<file path="config.mk">
export PLATFORM = sky130hd
export DESIGN_NAME = mole_game_ctrl_flat
export DESIGN_NICKNAME = d
export VERILOG_FILES = /design/src/rtl/mole_pkg.sv /design/src/rtl/mole_game_ctrl_if.sv /design/src/rtl/ms_timer.sv /design/src/rtl/mole_game_ctrl.sv /design/src/flat_wrapper.sv
export SDC_FILE = /design/constraint.sdc
export NUM_CORES = 1
export LEC_CHECK = 0
export CORE_ASPECT_RATIO = 0.5
export CORE_UTILIZATION = 40
export CTS_CLUSTER_SIZE = 16
export DETAILED_ROUTE_END_ITERATION = 16
export PLACE_DENSITY_LB_ADDON = 0.15
export SETUP_SLACK_MARGIN = 0.2
export SKIP_CTS_REPAIR_TIMING = 1
export SLEW_MARGIN = 5
export SYNTH_ARGS = -nofsm -noshare
export SYNTH_HDL_FRONTEND = slang
export SYNTH_SLANG_ARGS = --single-unit
</file>
<file path="constraint.sdc">
create_clock -name clk -period 6 [get_ports clk]
set_clock_uncertainty 0.1 [all_clocks]
set_input_delay 0.9 -clock clk [delete_from_list [all_inputs] [get_ports clk]]
set_output_delay 0.9 -clock clk [all_outputs]
set_load 0.02 [all_outputs]
</file>
<file path="src/rtl/mole_pkg.sv">
// mole_pkg: shared types, constants and target picker for the whack-a-mole controller
package mole_pkg;

    typedef enum logic [2:0] {IDLE, GAP, SHOW, FLASH, OVER} state_t;

    localparam logic [7:0] LFSR_TAPS = 8'hB8;
    localparam logic [3:0] POS_NONE  = 4'd0;
    localparam logic [3:0] POS_MAX   = 4'd9;

    // map the LFSR onto 1..9, bumping past the previous target so it never repeats
    function automatic logic [3:0] pick_target(input logic [7:0] lfsr, input logic [3:0] prev);
        logic [3:0] cand;
        cand = 4'(lfsr % 8'd9) + 4'd1;
        return (cand == prev) ? ((cand == POS_MAX) ? 4'd1 : cand + 4'd1) : cand;
    endfunction

endpackage

</file>
<file path="src/rtl/mole_game_ctrl_if.sv">
// mole_game_ctrl_if: keypad/control inputs and display/score outputs of the game controller
interface mole_game_ctrl_if;

    logic       start;
    logic       pause;
    logic       key_valid;
    logic [3:0] key_code;
    logic       inGame;
    logic       stop;
    logic       hit;
    logic [3:0] position;
    logic [7:0] score;
    logic [7:0] misses;
    logic       game_over;

    modport master (
        output start, pause, key_valid, key_code,
        input  inGame, stop, hit, position, score, misses, game_over
    );

    modport slave (
        input  start, pause, key_valid, key_code,
        output inGame, stop, hit, position, score, misses, game_over
    );

endinterface

</file>
<file path="src/rtl/ms_timer.sv">
// ms_timer: clk prescaler to a millisecond tick plus a ms counter that flags reaching its limit
module ms_timer #(
    parameter int TICK_DIV = 50000
) (
    input  logic        clk,
    input  logic        rst,
    input  logic        clr,
    input  logic        en,
    input  logic [15:0] limit,
    output logic        expired
);

    localparam int PW = $clog2(TICK_DIV + 1);

    logic [PW-1:0] pre;
    logic [15:0]   ms;
    logic          tick;

    assign tick    = en && pre == PW'(TICK_DIV - 1);
    assign expired = tick && ms + 16'd1 == limit;

    // prescaler and ms count restart on clr and hold while disabled
    always_ff @(posedge clk) begin
        if (rst || clr) begin
            pre <= '0;
            ms  <= '0;
        end else if (en) begin
            pre <= tick ? '0 : pre + 1'b1;
            if (tick) ms <= ms + 16'd1;
        end
    end

endmodule

</file>
<file path="src/rtl/mole_game_ctrl.sv">
// mole_game_ctrl: sequences whack-a-mole rounds, picks targets, judges presses and keeps score
module mole_game_ctrl
    import mole_pkg::*;
#(
    parameter int         TICK_DIV = 50000,
    parameter int         SHOW_MS  = 800,
    parameter int         FLASH_MS = 200,
    parameter int         GAP_MS   = 300,
    parameter int         ROUNDS   = 20,
    parameter logic [7:0] SEED     = 8'hA5
) (
    input logic             clk,
    input logic             rst,
    mole_game_ctrl_if.slave bus
);

    state_t      state, state_n;
    logic [7:0]  lfsr, round, round_n, score, score_n, misses, misses_n;
    logic [3:0]  target, target_n, position, position_n;
    logic        in_game, in_game_n, stop, stop_n, hit, hit_n, game_over, game_over_n;
    logic        frozen, expired, hit_key, starting, clr;
    logic [15:0] limit;

    assign frozen   = bus.pause && state inside {GAP, SHOW, FLASH};
    assign hit_key  = !frozen && state == SHOW && bus.key_valid && bus.key_code == target;
    assign starting = (state == IDLE || state == OVER) && state_n == GAP;
    assign clr      = state_n != state;
    assign limit    = state == GAP   ? 16'(GAP_MS)   :
                      state == SHOW  ? 16'(SHOW_MS)  :
                      state == FLASH ? 16'(FLASH_MS) : 16'd0;

    ms_timer #(.TICK_DIV(TICK_DIV)) u_timer (
        .clk    (clk),
        .rst    (rst),
        .clr    (clr),
        .en     (!bus.pause),
        .limit  (limit),
        .expired(expired)
    );

    // state register
    always_ff @(posedge clk) begin
        if (rst) state <= IDLE;
        else     state <= state_n;
    end

    // next-state: a paused game holds its state; start is only heard outside a game
    always_comb begin
        state_n = state;
        if (!frozen) begin
            case (state)
                IDLE, OVER: if (bus.start) state_n = GAP;
                GAP:        if (expired) state_n = SHOW;
                SHOW:       if (hit_key || expired) state_n = FLASH;
                FLASH:      if (expired) state_n = (round + 8'd1 == 8'(ROUNDS)) ? OVER : GAP;
                default:    state_n = IDLE;
            endcase
        end
    end

    // output/datapath next values, computed from the transition about to be taken
    always_comb begin
        target_n    = (state == GAP && state_n == SHOW) ? pick_target(lfsr, target) : target;
        round_n     = starting ? 8'd0 : (state == FLASH && state_n != FLASH) ? round + 8'd1 : round;
        score_n     = starting ? 8'd0 : (hit_key && score != 8'hFF) ? score + 8'd1 : score;
        misses_n    = starting ? 8'd0 :
                      (state == SHOW && state_n == FLASH && !hit_key && misses != 8'hFF) ? misses + 8'd1 : misses;
        in_game_n   = state_n inside {GAP, SHOW, FLASH};
        hit_n       = state_n == FLASH && (state == FLASH ? hit : hit_key);
        position_n  = (state_n == SHOW || state_n == FLASH) ? target_n : POS_NONE;
        stop_n      = bus.pause && in_game_n;
        game_over_n = state_n == OVER;
    end

    // LFSR free-runs every cycle outside reset
    always_ff @(posedge clk) begin
        if (rst) lfsr <= SEED;
        else     lfsr <= {lfsr[6:0], ^(lfsr & LFSR_TAPS)};
    end

    // registered outputs and game counters
    always_ff @(posedge clk) begin
        if (rst) begin
            target    <= POS_NONE;
            round     <= '0;
            score     <= '0;
            misses    <= '0;
            in_game   <= 1'b0;
            hit       <= 1'b0;
            position  <= POS_NONE;
            stop      <= 1'b0;
            game_over <= 1'b0;
        end else begin
            target    <= target_n;
            round     <= round_n;
            score     <= score_n;
            misses    <= misses_n;
            in_game   <= in_game_n;
            hit       <= hit_n;
            position  <= position_n;
            stop      <= stop_n;
            game_over <= game_over_n;
        end
    end

    assign bus.inGame    = in_game;
    assign bus.stop      = stop;
    assign bus.hit       = hit;
    assign bus.position  = position;
    assign bus.score     = score;
    assign bus.misses    = misses;
    assign bus.game_over = game_over;

endmodule

</file>
<file path="src/flat_wrapper.sv">
// flat-port wrapper written by rule: the top's interface ports become plain ports
module mole_game_ctrl_flat import mole_pkg::*;
#(
    parameter int         TICK_DIV = 50000,
    parameter int         SHOW_MS  = 800,
    parameter int         FLASH_MS = 200,
    parameter int         GAP_MS   = 300,
    parameter int         ROUNDS   = 20,
    parameter logic [7:0] SEED     = 8'hA5
)
  (clk, rst, bus_start, bus_pause, bus_key_valid, bus_key_code, bus_inGame, bus_stop, bus_hit, bus_position, bus_score, bus_misses, bus_game_over);
  mole_game_ctrl_if bus_i ();
  input logic clk;
  input logic rst;
  input wire logic [$bits(bus_i.start)-1:0] bus_start;
  input wire logic [$bits(bus_i.pause)-1:0] bus_pause;
  input wire logic [$bits(bus_i.key_valid)-1:0] bus_key_valid;
  input wire logic [$bits(bus_i.key_code)-1:0] bus_key_code;
  output wire logic [$bits(bus_i.inGame)-1:0] bus_inGame;
  output wire logic [$bits(bus_i.stop)-1:0] bus_stop;
  output wire logic [$bits(bus_i.hit)-1:0] bus_hit;
  output wire logic [$bits(bus_i.position)-1:0] bus_position;
  output wire logic [$bits(bus_i.score)-1:0] bus_score;
  output wire logic [$bits(bus_i.misses)-1:0] bus_misses;
  output wire logic [$bits(bus_i.game_over)-1:0] bus_game_over;
  assign bus_i.start = bus_start;
  assign bus_i.pause = bus_pause;
  assign bus_i.key_valid = bus_key_valid;
  assign bus_i.key_code = bus_key_code;
  assign bus_inGame = bus_i.inGame;
  assign bus_stop = bus_i.stop;
  assign bus_hit = bus_i.hit;
  assign bus_position = bus_i.position;
  assign bus_score = bus_i.score;
  assign bus_misses = bus_i.misses;
  assign bus_game_over = bus_i.game_over;
  mole_game_ctrl #(.TICK_DIV(TICK_DIV), .SHOW_MS(SHOW_MS), .FLASH_MS(FLASH_MS), .GAP_MS(GAP_MS), .ROUNDS(ROUNDS), .SEED(SEED)) u_core (.clk(clk), .rst(rst), .bus(bus_i));
endmodule
</file>
**After elaboration in Yosys (flattened, before gate mapping)**

Cells that the tools add are included.

- Equal/unequal tests: 18
- Order comparisons: 0
- Add/subtract/negate cells: 7
- Shift-type cells: 0
- $mul: 0
- Divide/modulo/power cells: 1
- Muxes and demuxes: 15
- Bitwise logic cells: 2
- Reductions and logical operators: 30

Operators with widths:

| kind | count |
|---|---|
| two-way mux 16 bit | 3 |
| adder 16 x 1 -> 16 bit, second input constant | 2 |
| adder 8 x 1 -> 8 bit, second input constant | 3 |
| two-way mux 3 bit | 6 |
| == test 16 bit | 1 |
| == test 16 bit, second input constant | 1 |
| != test 8 bit, second input constant | 2 |
| logical AND 1 bit | 15 |
| == test 3 x 2 -> 1 bit, second input constant | 4 |
| two-way mux 4 bit | 3 |
| one-hot mux 3 bit (4 select lines) | 1 |
| adder 4 x 1 -> 4 bit, second input constant | 2 |
| == test 4 bit | 2 |
| == test 8 x 5 -> 1 bit, second input constant | 1 |
| modulo 8 x 4 -> 8 bit, second input constant | 1 |
| two-way mux 8 bit | 1 |
| parity 8 bit | 1 |
| == test 3 x 1 -> 1 bit, second input constant | 2 |
| == test 3 bit, second input constant | 2 |
| nonzero test 3 bit | 2 |
| OR reduction 2 bit | 3 |
| == test 4 bit, second input constant | 1 |
| logical OR 1 bit | 4 |
| logical NOT 1 bit | 3 |
| 6 further kinds | 7 |

- Memory bits (read-only): 0
- Output and inout bits: 24
- Input bits: 9
- Memories kept: 0
- Latch bits: 0
- RAM bits: 0
- Bits in registers: 79
- Word-level logic and storage cells: 86

**Depth between registers and ports, before layout**

Gate-level depths: netlist of the first run.

- Word-level depth: 15
- Depth in mapped cells: 26
- Gate-level depth less buffers: 24

**Modules after synthesis**

A second synthesis of the first run with hierarchy kept.

- Cells, all modules: 635
- Area, all modules: 5297.6 sq um

Modules (own cells, without submodules):

| module | times used | area an instance (sq um) | seq. area each (sq um) | cells an instance |
|---|---|---|---|---|
| mole_game_ctrl | 1 | 3384.5 | 940.9 | 402 |
| ms_timer | 1 | 1913.1 | 640.6 | 233 |

**Worst setup path before layout of the first run**

No wires, ideal clock.

- Path kind: flip-flop to flip-flop
- Start point: reg u_core.lfsr[5]
- End point: reg u_core.target[0]
- Buffers on the path: 2
- Data arrival time: 5.176 ns
- Data required time: 5.830 ns
- Slack: 0.654 ns
- Library setup time: 0.070 ns
- Cell stages (with the launch flop): 25
- Period minus slack after synthesis: 5.346 ns
- Cell sequence: dfxtp_1 -> buf_2 -> inv_1 -> ha_1 -> buf_2 -> a21bo_1 -> a221oi_2 -> nor3_1 -> a31o_2 -> ha_1 -> a2111oi_2 -> a21oi_1 -> o32ai_1 -> o21ai_2 -> a31oi_1 -> a2bb2oi_1 -> inv_1 -> ha_1 -> inv_1 -> nand2_1 -> o221ai_1 -> o22a_2 -> mux4_2 -> a221o_1 -> a21oi_1

- Cells in the longest elaborated chain, start to end: 6
- Elaborated cells on any way between the ends: 8
- Those cells by class: add/sub (2); div (1); eq/ne (2); mux (3)

RTL lines:

| element | RTL line | source |
|---|---|---|
| start: declaration | mole_game_ctrl.sv:18 | `logic [7:0] lfsr, round, round_n, score, score_n, misses, misses_n;` |
| start signal: assignment | mole_game_ctrl.sv:78 | `else lfsr <= {lfsr[6:0], ^(lfsr & LFSR_TAPS)};` |
| modulo 8 x 4 -> 8 bit (*) | mole_pkg.sv:13 | `cand = 4'(lfsr % 8'd9) + 4'd1;` |
| adder 4 x 1 -> 4 bit (*) | mole_pkg.sv:13 |  |
| adder 4 x 1 -> 4 bit or == test 4 bit (tied branches) | mole_pkg.sv:14 | `return (cand == prev) ? ((cand == POS_MAX) ? 4'd1 : cand + 4'd1) : cand;` |
| two-way mux 4 bit | mole_pkg.sv:14 |  |
| two-way mux 4 bit (*) | mole_pkg.sv:14 |  |
| two-way mux 4 bit (*) | mole_game_ctrl.sv:63 | `target_n = (state == GAP && state_n == SHOW) ? pick_target(lfsr, target) : target;` |
| end signal: assignment | mole_game_ctrl.sv:94 | `target <= target_n;` |
| end: declaration | mole_game_ctrl.sv:19 | `logic [3:0] target, target_n, position, position_n;` |

Mark *: on every way between the ends. The rest lies on a longest branch, timed or not.
A chain may end at the register's enable or synchronous reset.

**Final worst setup path of the first run**

Same ends and word-level chain as after synthesis.

==> run metrics, run 1 <==
status=finished clean; sequential-to-total area share from yosys stat=29.4%; TNS Setup=0 ps; Worst Hold Depth=2; Layout area overhead=15.5%; most frequent cells in the layout=nor2_1, dfxtp_1, nand2_1, nor3_1, xor2_1; syn_nets=700; dpl hpwl=about 9000 um; Sequential Area=around 1600 um2; starting density of the core=around two fifths; Die Width=166 um; clock root buffer=clkbuf_16; CTS sink cnt=79; remaining design rule violation count=0; Worst Hold Path EP=u_core.bus.hit; GRT Resource Usage Total=a little under a fifth; Final setup viols=0; YS warnings=0; Final nets=720; RSZ-0062 raised after global routing=no; Synth cell types=88; FILL cells=approximately 1300; DR vias=about 4900; CORE AREA=approximately 13000 um2; Synth top area share=between 20% and 30%; Reg2Reg Launch Point=u_core.lfsr[5]; antenna cells=0; crit path time final=about 5500 ps; Num CTS Buffers=9; r2r endpoint=u_core.target[0]; FF-to-FF setup slack=530 ps; fin crit share=a little over 90%; DRT Wirelength=about 13000 um; Slew Limit Fails=0; gpl congestion=roughly 0.93; vias in the first global route=between 4000 and 5000; Leak Pwr=between 0.002 and 0.0025 uW; largest net degree at the start of global routing=33; Critical Path Source Type=flop; Clock Tree Buf Depth=2; Mapped Area=roughly 5400 um2; area leader, netlist=dfxtp_1; fraction of registers with async set/reset=0%; slew at the pin closest to its max-slew limit=between 1000 and 1500 ps; first-pass GRT wire length=between 20000 and 25000 um; commonest non-fill, non-tap cell in the layout=nor2_1; PwrDens=between 200 and 300 nW/um2; Mean Syn Cell Area=7.95 um2; share of cells above drive strength 1=9.99%; CTS H-tree depth=3; max cap viols=0; critical path required time=a little over 6000 ps; wire per inst=~14 um; initial antenna violation count=0; worst skew pair latency=roughly 340 ps; Worst R2R Path Depth=22; Mapped Cells=676; GRT overflow=0; main flop type after synthesis=dfxtp_1; Port Buffers=32; Worst Path Arrival=about 5600 ps; flops & latches, synth=79; Rel. slew slack=about a third; Hold WC Path Type=flop to flop; post-route ant nets=0; Initial DRT Pass Iterations=5; row count=29; CP Capture Type=flop; hold path startpoint=u_core.bus.hit; final cell count without fillers=871; final hold vios=0; f_max=~180 MHz; die footprint=between 10000 and 15000 um2; Peak supply drop=~0.00014 V; Crit Path Max Fanout=9; initial drt markers=between 200 and 300; Clock transition at path regs=about 60 ps; largest cells by area after synthesis=dfxtp_1, nor2_1, xnor2_1, xor2_1, nand2_1; Post-synth EDFFs=0; num ports=33; dpl cells=~850; TritonCTS clock tree=yes; crit path kind=flop to flop; multi-input logic area=3590 um2; drt via density=about 5.6; Die Y=around 84 um
[through the flow]
stage               util [%]  total power [uW]  instance area [um2]  setup WS, ps  hold WS [ps]
floorplan                  -               890                 5380           654           372
global placement        45.2               978                 5820           375           345
detailed placement      45.2               982                 5820           138           349
CTS                     47.5              1540                 6120           123           358
global route            48.2              1650                 6210           197           386
finish                  48.2              1560                 6210           534           355
[layout make-up]
cell class / count / area share [%]
Sequential cell: 79 / 25.5
Clock buffer: 9 / 3.63
Timing Repair Buffer: 48 / 7.15
Tap cell: 170 / 3.43
Inverter: 20 / 1.21
Multi-Input combinational cell: 538 / 57.8
Clock inverter: 7 / 1.29
[kinds of logic after synthesis]
group	share of synthesized area [%]
simple gates	31.6
buf+inv	4.82
flops	29.4
compound gates	17.5
xor+xnor	11.2
mux	1.93
fa+ha+maj	3.49
[report_power, final]
group	leakage (uW)	switching (uW)	internal [uW]
Combinational	0.00134	253	202
Clock	0.000143	227	326
Sequential	0.000640	16.9	532
Total	0.00212	497	1060
[worst max-delay path by stage]
stage / start / to / slack [ps] / depth (start not counted)
after floorplan: u_core.lfsr[5] / u_core.target[0] / 650 / 24
after global placement: u_core.lfsr[5] / u_core.target[0] / 370 / 22
after detailed placement: u_core.lfsr[5] / u_core.target[0] / 140 / 21
after CTS: u_core.lfsr[5] / u_core.target[0] / 120 / 21
after global routing: u_core.lfsr[5] / u_core.target[0] / 200 / 21
final: u_core.lfsr[5] / u_core.target[0] / 530 / 22
[per-layer routing]
layer	GRT usage [%]	up-vias	part of all wire [%]
met5	0	-	0
met4	5.10	0	1.2
met3	4.27	13	3.5
met2	30.0	102	43
met1	24.9	2276	52
li1	-	2489	-
[state kept, by name, indices dropped and copies added, names as in the netlist, 4 cells and up]
name / count
u_core.bus.misses: 8
u_core.bus.position: 4
u_core.u_timer.ms: 16
u_core.target: 4
u_core.lfsr: 8
u_core.u_timer.pre: 16
u_core.round: 8
u_core.bus.score: 8
[cell usage after synthesis, types with 4 or more instances]
| cell | count |
|---|---|
| nand2_1 | 55 |
| a31oi_1 | 6 |
| and3_1 | 9 |
| or3_1 | 7 |
| nand4_1 | 25 |
| o21a_1 | 5 |
| nand3_1 | 22 |
| ha_1 | 15 |
| a211oi_1 | 5 |
| and3b_1 | 8 |
| a21oi_1 | 25 |
| nor2b_1 | 12 |
| buf_2 | 8 |
| inv_1 | 20 |
| nand2b_1 | 9 |
| dfxtp_1 | 79 |
| o211ai_1 | 6 |
| nor3b_1 | 7 |
| nor2_1 | 79 |
| nor3_1 | 37 |
| mux2i_1 | 7 |
| o21ai_0 | 23 |
| nor4_1 | 7 |
| clkbuf_1 | 26 |
| and2_1 | 13 |
| or4_1 | 5 |
| xor2_1 | 33 |
| xnor2_1 | 33 |
| o22ai_1 | 4 |
[worst max-delay path, stage by stage, from the launching register on]
cell,delay [ps]
dfxtp_1,340
inv_2,80
ha_4,200
buf_4,140
or4b_1,530
o2111ai_1,150
a2111oi_2,110
a21boi_1,290
o211ai_2,140
nor2_1,190
xnor2_2,160
ha_2,260
inv_1,50
o311a_1,370
nor2_1,160
mux2i_2,300
ha_2,270
nand4_1,180
o221ai_1,150
o22a_2,220
mux4_2,510
a221o_1,330
a21oi_1,140
Power figures use the tool's default switching activity.
==> run 2: changes to the inputs <==
CORE_ASPECT_RATIO = 1.25   (was 0.5)
==> run metrics, run 2 (same netlist as run 1, synthesis figures left out) <==
r2r endpoint=u_core.target[0]; Die Width=roughly 110 um; clock root buffer=clkbuf_16; CORE AREA=between 10000 and 15000 um2; antenna cells=0; Crit path depth=21; Final nets=a little over 700; slowest cell on the critical path=or4_1; Reg power frac=about a third; vias in the first global route=4736; Critical Path Start=u_core.lfsr[5]; M3 GR Usage=under 10%; num ports=33; drt via density=between 5 and 6; Psw=498 uW; Leak Pwr=about 0.0022 uW; PwrDens=between 200 and 300 nW/um2; first-pass GRT wire length=about 22000 um; commonest non-fill, non-tap cell in the layout=nor2_1; CP Capture Point=u_core.target[0]; remaining design rule violation count=0; DR vias=4962; max cap viols=0; GRT met2 Usage=approximately a third; Worst Path Arrival=about 5700 ps; crit path time final=5560 ps; critical path required time=a little over 6000 ps; Pint=~1200 uW; GRT overflow=0; crit path kind=flop to flop; FILL cells=between 1000 and 1500; fin crit share=around 93%; Comb pwr share=about 30%; gpl congestion=just over 0.9; final hold vios=0; starting density of the core=approximately two fifths; Clock Tree Buf Depth=2; slew at the pin closest to its max-slew limit=roughly 750 ps; most frequent cells in the layout=nor2_1, dfxtp_1, nand2_1, nor3_1; Rel. slew slack=between 40 and 50%; Layout area overhead=17.2%; row count=between 40 and 50; wire per inst=14.9 um; Worst R2R Path Depth=21; share of cells above drive strength 1=about a tenth; Crit Path Max Fanout=13; CP Capture Type=flop; TritonCTS clock tree=yes; Top delay family on crit path=compound AO/OA/AOI/OAI gates; Reg2Reg Launch Point=u_core.lfsr[5]; Max stage delay on crit path=around 560 ps; CP Cell Sequence=inv_2 -> ha_4 -> and2_1 -> or4_1 -> a2111oi_4 -> a311oi_2 -> o211ai_2 -> nor2_1 -> xnor2_2 -> ha_2 -> inv_1 -> o311a_4 -> nor2_2 -> mux2i_2 -> ha_2 -> nand4_1 -> o221ai_1 -> o22a_2 -> mux4_2 -> a221o_1 -> a21oi_1; dpl cells=about 850; f_max=between 150 and 200 MHz; DRT Wirelength=13000 um; Regs by FF count=u_core.u_timer.ms (16), u_core.u_timer.pre (16); initial drt markers=around 300; power share of the clock group=between 30% and 40%; most used routing layer=met2; GRT Resource Usage Total=around a fifth; dpl hpwl=approximately 9000 um; Final setup viols=0; CP bufs+invs=2; CTS H-tree depth=3; FF-to-FF setup slack=~440 ps; largest net degree at the start of global routing=33; GR Util met1=~23%; status=finished clean; TNS Setup=0 ps; CTS sink cnt=slightly below 80; Hold WC Path Type=flop to flop; Slew Limit Fails=0; Clock transition at path regs=60 ps; final core utilization=between 40% and 50%; worst skew pair latency=about 330 ps; Port Buffers=32; initial antenna violation count=0; switching share of power=roughly 30%; die footprint=between 10000 and 15000 um2; Critical Path Source Type=flop; Num CTS Buffers=9; most frequent CP cell=ha_2; Initial DRT Pass Iterations=5; final cell count without fillers=approximately 870; Die Y=roughly 130 um; RSZ-0062 raised after global routing=no; Peak supply drop=0.000170 V; post-route ant nets=0
==> run 2: power groups by stage <==
stage	registers, uW	logic (uW)	clock network, uW
2_1_floorplan	549	341	0
3_3_place_gp	561	408	0
3_5_place_dp	562	418	0
4_1_cts	550	420	630
5_1_grt	553	545	649
6_report	551	504	615
==> run 2: worst min-delay path by stage <==
stage	startpoint	end	slack, ps	cells past startpoint
floorplan	u_core.u_timer.ms[1]	u_core.u_timer.ms[1]	370	2
global placement	u_core.bus.hit	u_core.bus.hit	350	2
detailed placement	u_core.bus.hit	u_core.bus.hit	350	2
CTS	u_core.bus.hit	u_core.bus.hit	360	2
global route	u_core.bus.hit	u_core.bus.hit	390	2
finish	u_core.bus.hit	u_core.bus.hit	360	2
==> run 2: final cells by class <==
cell class | instances | area (um2) | share of cell area [%]
Multi-Input combinational cell | 538 | 3640 | 57.8
Timing Repair Buffer | 49 | 448 | 7.11
Tap cell | 171 | 214 | 3.40
Clock buffer | 10 | 229 | 3.64
Sequential cell | 79 | 1590 | 25.2
Inverter | 20 | 75.1 | 1.19
Clock inverter | 6 | 109 | 1.73
==> run 2: worst register-to-register path, stage by stage (launching register included) <==
cell and delay [ps]:
dfxtp_1 340, inv_2 80, ha_4 210, and2_1 180, or4_1 560, a2111oi_4 400
a311oi_2 90, o211ai_2 300, nor2_1 120, xnor2_2 250, ha_2 240, inv_1 70
o311a_4 380, nor2_2 120, mux2i_2 250, ha_2 240, nand4_1 160, o221ai_1 160
o22a_2 220, mux4_2 510, a221o_1 330, a21oi_1 150
==> run 2: per-stage QoR <==
stage          instance area, um2  hold WS (ps)  power (uW)  setup WS [ps]
2_1_floorplan                5380           372         890            654
3_3_place_gp                 5800           348         969            302
3_5_place_dp                 5800           351         980           24.9
4_1_cts                      6140           362        1600           2.45
5_1_grt                      6300           385        1750            187
6_report                     6300           363        1670            443
==> run 2: layer usage <==
layer  routed length [um]  part of all wire [%]
met2                 6550                    50
met4                  381                   2.9
met5                    0                     0
met3                  408                   3.1
met1                 5700                    44
